`src/rtl/mem_port_arbiter.sv`:
```
// Arbitrates one shared single-port synchronous memory between an instruction fetch
// port and a load/store port. A fetch that keeps losing is eventually forced to win.
//
// state  | meaning
// -------+------------------------------------------------------------
// IDLE   | no access accepted last cycle, no response due
// RSP_IF | fetch accepted last cycle, memory read data is on mem_rdata
// RSP_D  | load/store accepted last cycle, respond on the data port
module mem_port_arbiter #(
    parameter int STARVE_MAX = 3,
    parameter int CNT_W      = 16
) (
    input  logic             clk,
    input  logic             rst_n,

    input  logic             if_req_valid,
    input  logic [31:0]      if_req_addr,
    output logic             if_req_ready,
    input  logic             if_flush,
    output logic             if_rsp_valid,
    output logic [31:0]      if_rsp_data,

    input  logic             d_req_valid,
    input  logic             d_req_we,
    input  logic [31:0]      d_req_addr,
    input  logic [31:0]      d_req_wdata,
    input  logic [3:0]       d_req_wstrb,
    output logic             d_req_ready,
    output logic             d_rsp_valid,
    output logic [31:0]      d_rsp_rdata,

    output logic             mem_en,
    output logic             mem_we,
    output logic [31:0]      mem_addr,
    output logic [31:0]      mem_wdata,
    output logic [3:0]       mem_wstrb,
    input  logic [31:0]      mem_rdata,

    output logic [CNT_W-1:0] conflict_cnt
);

    localparam int SW = (STARVE_MAX < 1) ? 1 : $clog2(STARVE_MAX + 1);
    localparam logic [SW-1:0] STARVE_LIM = SW'(STARVE_MAX);

    typedef enum logic [1:0] {
        IDLE   = 2'd0,
        RSP_IF = 2'd1,
        RSP_D  = 2'd2
    } state_t;

    state_t        state, state_nxt;
    logic [SW-1:0] starve_cnt;
    logic          force_if;
    logic          kill_q;
    logic          we_q;
    logic          if_acc;
    logic          d_acc;

    // Readies are held low during reset so nothing is accepted while rst_n is asserted.
    assign force_if     = (starve_cnt >= STARVE_LIM);
    assign if_req_ready = rst_n && (!d_req_valid || force_if);
    assign d_req_ready  = rst_n && !(if_req_valid && force_if);
    assign if_acc       = if_req_valid && if_req_ready;
    assign d_acc        = d_req_valid && d_req_ready;

    always_comb begin
        mem_en    = 1'b0;
        mem_we    = 1'b0;
        mem_addr  = 32'd0;
        mem_wdata = 32'd0;
        mem_wstrb = 4'd0;
        if (if_acc) begin
            mem_en   = 1'b1;
            mem_addr = if_req_addr;
        end else if (d_acc) begin
            mem_en    = 1'b1;
            mem_we    = d_req_we;
            mem_addr  = d_req_addr;
            mem_wdata = d_req_wdata;
            mem_wstrb = d_req_wstrb;
        end
    end

    always_ff @(posedge clk or negedge rst_n) begin
        if (!rst_n) begin
            state <= IDLE;
        end else begin
            state <= state_nxt;
        end
    end

    always_comb begin
        state_nxt = IDLE;
        if (if_acc) begin
            state_nxt = RSP_IF;
        end else if (d_acc) begin
            state_nxt = RSP_D;
        end
    end

    always_comb begin
        if_rsp_valid = (state == RSP_IF) && !kill_q && !if_flush;
        if_rsp_data  = mem_rdata;
        d_rsp_valid  = (state == RSP_D);
        d_rsp_rdata  = (state == RSP_D && !we_q) ? mem_rdata : 32'd0;
    end

    always_ff @(posedge clk or negedge rst_n) begin
        if (!rst_n) begin
            starve_cnt <= '0;
            kill_q     <= 1'b0;
            we_q       <= 1'b0;
        end else begin
            if (if_acc) begin
                starve_cnt <= '0;
            end else if (if_req_valid && !force_if) begin
                starve_cnt <= starve_cnt + SW'(1);
            end
            // A flush in the acceptance cycle kills the response that arrives next cycle.
            if (if_acc) begin
                kill_q <= if_flush;
            end else if (state == RSP_IF) begin
                kill_q <= 1'b0;
            end
            if (d_acc) begin
                we_q <= d_req_we;
            end
        end
    end

    always_ff @(posedge clk or negedge rst_n) begin
        if (!rst_n) begin
            conflict_cnt <= '0;
        end else if (if_req_valid && d_req_valid && conflict_cnt != {CNT_W{1'b1}}) begin
            conflict_cnt <= conflict_cnt + CNT_W'(1);
        end
    end

endmodule

```
`config.mk`:
```
export PLATFORM = sky130hd
export DESIGN_NAME = mem_port_arbiter
export DESIGN_NICKNAME = d
export VERILOG_FILES = /design/src/rtl/mem_port_arbiter.sv
export SDC_FILE = /design/constraint.sdc
export NUM_CORES = 1
export LEC_CHECK = 0
export ABC_AREA = 0
export ABC_CLOCK_PERIOD_IN_PS = 6000
export CAP_MARGIN = 20
export CORE_AREA = 5 5 109 111
export DETAILED_ROUTE_END_ITERATION = 10
export DIE_AREA = 0 0 114 116
export GPL_ROUTABILITY_DRIVEN = 1
export PLACE_DENSITY_LB_ADDON = 0.05
export REMOVE_ABC_BUFFERS = 1
export SLEW_MARGIN = 20
export SYNTH_ARGS = -nofsm -noshare
export SYNTH_HDL_FRONTEND = slang
export SYNTH_SLANG_ARGS = --single-unit
```
`constraint.sdc`:
```
create_clock -name clk -period 6 [get_ports clk]
set_clock_uncertainty 0.15 [all_clocks]
set_input_delay 1.2 -clock clk [delete_from_list [all_inputs] [get_ports clk]]
set_output_delay 1.2 -clock clk [all_outputs]
set_load 0.03 [all_outputs]
```
==> results.txt <==
----------------------------------------------------
[Logic synthesis]
  Proportion of synthesized area in mux cells ... 0.0124
  Combinational family with the most area after synthesis ... simple AND/OR/NAND/NOR gates
  Post-Syn Area ... 0.00212 sq mm
  Basic-gate share of the synthesized area counting and, or, nand and nor cells ... 0.345
  Share of synthesized cell area in full adder, half adder and majority cells ... 0.0118
  Top-area cell type share of the netlist area ... 0.260
  Number of warnings issued by yosys ... 0
  Cells after synthesis ... 250
  Top post-synthesis cells by area ... sky130_fd_sc_hd__dfrtp_1, sky130_fd_sc_hd__a22o_1, sky130_fd_sc_hd__buf_4
  Seq cells post-synth ... 22
  Proportion of synthesized chip area in sequential cells ... 0.260
  Cell with the most instances after synthesis ... sky130_fd_sc_hd__and3_1
  Largest area contributor in the synthesized netlist ... sky130_fd_sc_hd__dfrtp_1
  Synth Area in XOR/XNOR ... 0.0580
  Top_reg_cell synth ... sky130_fd_sc_hd__dfrtp_1
  Number of unique standard cell types used by synthesis ... 36
  Compound-gate portion of the synthesized area ... 0.160
  Per-instance average area after synthesis ... 8.46 sq um
  Number of synthesized flops with an enable pin ... 0
  Share of async-settable or async-resettable flops after synthesis ... 1.00
  Top cells by count, synth ... sky130_fd_sc_hd__and3_1, sky130_fd_sc_hd__and2_1, sky130_fd_sc_hd__a22o_1, sky130_fd_sc_hd__buf_4, sky130_fd_sc_hd__dfrtp_1

[Clock network]
  Total clock buffers created by CTS ... 3
  CTS tree ... built
  Buffer type at the clock tree root ... sky130_fd_sc_hd__clkbuf_8
  Number of buffers inserted by post-CTS setup repair ... 0
  Depth of the CTS H-tree ... 1
  Hold-fix buffer count after cts ... 0
  Post-cts gate resize count ... 0
  Post-CTS clock slew at the launch and capture registers of the worst setup and hold paths ... 0.07 ns
  Clk sinks ... 22
  Worst-Skew Late Latency ... 0.25 ns
  Max Root-Sink Buffers ... 2

[Timing]
  Peak clock frequency supported by timing ... 211 MHz
  Slew Limit Fails ... 0
  Hold Violations, Final ... 0
  Post-route clock period utilization ... 0.788
  Actual slew at the worst max-slew pin ... 0.817 ns
  Unrepaired setup endpoints after global routing ... false
  Setup slack after layout ... 1.27 ns
  Fin Setup TNS ... 0 ns
  Setup violations, final ... 0
  Relative slew margins ... 0.454
  Clock period minus worst slack ... 4.73 ns

[Route]
  Total number of vias ... 2763
  Post-detailed-route via-to-cell ratio ... 4.32
  Count of TritonRoute iterations in the first routing pass ... 4
  Routed wire length ... 12500 um
  Count of routing violations after the opening detailed-route iteration ... 119
  Detailed-route wire length per cell ... 19.6 um
  DRC Markers ... 0
  Final antenna-violating net count ... 0

[Critical path]
  Kind of end point of the critical path ... output port
  CP most frequent cell ... sky130_fd_sc_hd__clkdlybuf4s50_1
  Critical Path Source Type ... input pin
  Type of the setup path with the least slack ... in -> out
  Required arrival time at the worst endpoint ... 4.65 ns
  Arrival time of data at the critical path endpoint ... 3.38 ns
  Biggest fanout along the worst timing path ... 26
  Critical path's largest stage delay ... 1.00 ns
  Critical path cell sequence ... clkdlybuf4s50_1 > buf_4 > and3_1 > clkdlybuf4s50_1
  Worst-path cell with the longest stage delay ... sky130_fd_sc_hd__clkdlybuf4s50_1

[Floorplan]
  Overall die width ... 114 um
  Row count ... 38
  Height of the die ... 116 um
  Starting density of the core ... 0.198
  Core region area ... 0.0107 sq mm
  Number of top-level design ports ... 292
  Total Die Area ... 0.0132 sq mm

[Global routing]
  Largest net degree at the start of global routing ... 40
  Overflow left after global routing ... 0
  GR met2 Demand/Resource ... 0.326
  Global router's overall resource usage ... 0.171
  Number of global-route vias before repair ... 2780
  Layer with the highest usage after global routing ... met2
  Number of antenna violations at the first check in global routing ... 0
  First-pass GRT wire length ... 17300 um
  GR Util met3 ... 0.0658
  Met1 track demand over resource in global routing ... 0.178

[Power]
  Power density over cell area ... 173 mW/mm^2
  Clock share of power ... 0.104
  Part of the total power dissipated in sequential elements ... 0.251
  Worst-case vdd ir drop ... 0.000244 V
  Switching fraction of total power ... 0.432
  Switching power summed over all nets ... 0.368 mW
  Share of total power in combinational logic ... 0.645
  Internal power of the cells ... 0.484 mW
  LEAKAGE ... 2.17 nW

[Final layout]
  Share of layout cells above drive strength 1 ... 0.106
  Final-layout fill cell count ... 1080
  Number of antenna diodes ... 0
  FF/Latch Area ... 551 sq um
  Final Net Count ... 642
  Area of the multi-input gates ... 0.00125 sq mm
  Layout overhead on the synthesized area ... 133%
  Design area ... 0.00492 sq mm

[Placement]
  Count of input and output buffers ... 291
  Worst slack, placed ... 1.29 ns
  Total placed instance area ... 0.00488 sq mm
  Half-perimeter wire length of the detailed placement result ... 10800 um
  Final GP Congestion ... 0.878

[Min path]
  Hold/Removal Path Class ... reg -> reg

[Job]
  Count of maximum capacitance violations ... 0

[Status]
  Outcome ... completed

----------------------------------------------------
area by class of cell:
type                            instances  share of cell area
Sequential cell                        22               0.112
Tap cell                              140              0.0356
Inverter                                4             0.00305
Timing Repair Buffer                  297               0.587
Multi-Input combinational cell        174               0.254
Clock buffer                            3             0.00839
cells by family (layout without fill, tap and decap cells):
group / after synthesis / in the layout
AND/OR/NAND/NOR: 115 / 115
buffers and inverters: 54 / 304
multiplexers: 2 / 2
flip-flops: 22 / 22
XOR/XNOR: 14 / 14
AO/OA/AOI/OAI: 41 / 41
adder cells (fa/ha/maj): 2 / 2
critical path, delay by kind of cell:
kind / cells / cell delay [ns]
buf+inv: 3 / 2.00
simple gates: 1 / 0.17
sequential cells by signal, indices dropped and copies added, names as in the netlist:
signal,cells
conflict_cnt,16
starve_cnt,2
state,2
kill_q,1
we_q,1
stage by stage:
step                hold WS (ns)  utilization  total power [mW]  std cells
finish                     0.355        0.460             0.852        640
CTS                        0.361        0.460             0.865        640
global placement           0.320        0.456             0.769        637
global route               0.378        0.460             0.906        640
detailed placement         0.346        0.456             0.773        637
floorplan                  0.304            -             0.451        200
cells in the final DEF (no fill, tap or decap), drive strengths merged, types with 5 or more instances in the layout:
cell type,netlist,layout
dfrtp,22,22
and3,38,38
nor3,7,7
nand2,9,9
xor2,13,13
clkdlybuf4s50,0,258
nor4,5,5
nand4,6,6
and2,33,33
a22o,32,32
buf,33,39
path summary, 6_finish.rpt:
path                             startpoint  cells after the start               end  slack (ns)
min                        conflict_cnt[15]                      1  conflict_cnt[15]        0.36
max                             d_req_valid                      4      mem_wdata[9]        1.27
min reg2reg                conflict_cnt[15]                      1  conflict_cnt[15]        0.36
max in group asynchronous             rst_n                      2  conflict_cnt[12]        4.25
max reg2reg                   starve_cnt[0]                      6              we_q        3.78
min in group asynchronous             rst_n                      2   conflict_cnt[9]        1.22
layer usage:
| layer | part of all wire | vias to the layer above |
|---|---|---|
| met5 | 0 | - |
| met4 | 0.012 | 0 |
| met3 | 0.10 | 8 |
| met2 | 0.54 | 123 |
| met1 | 0.34 | 1264 |
| li1 | - | 1368 |
power by group through the flow:
stage	sequential, mW	clock (mW)	combinational (mW)
after detailed placement	0.217	0	0.556
after CTS	0.215	0.0925	0.558
after global placement	0.217	0	0.552
after global routing	0.221	0.0998	0.585
after floorplan	0.250	0	0.201
final	0.214	0.0883	0.550
Power figures use the tool's default switching activity.
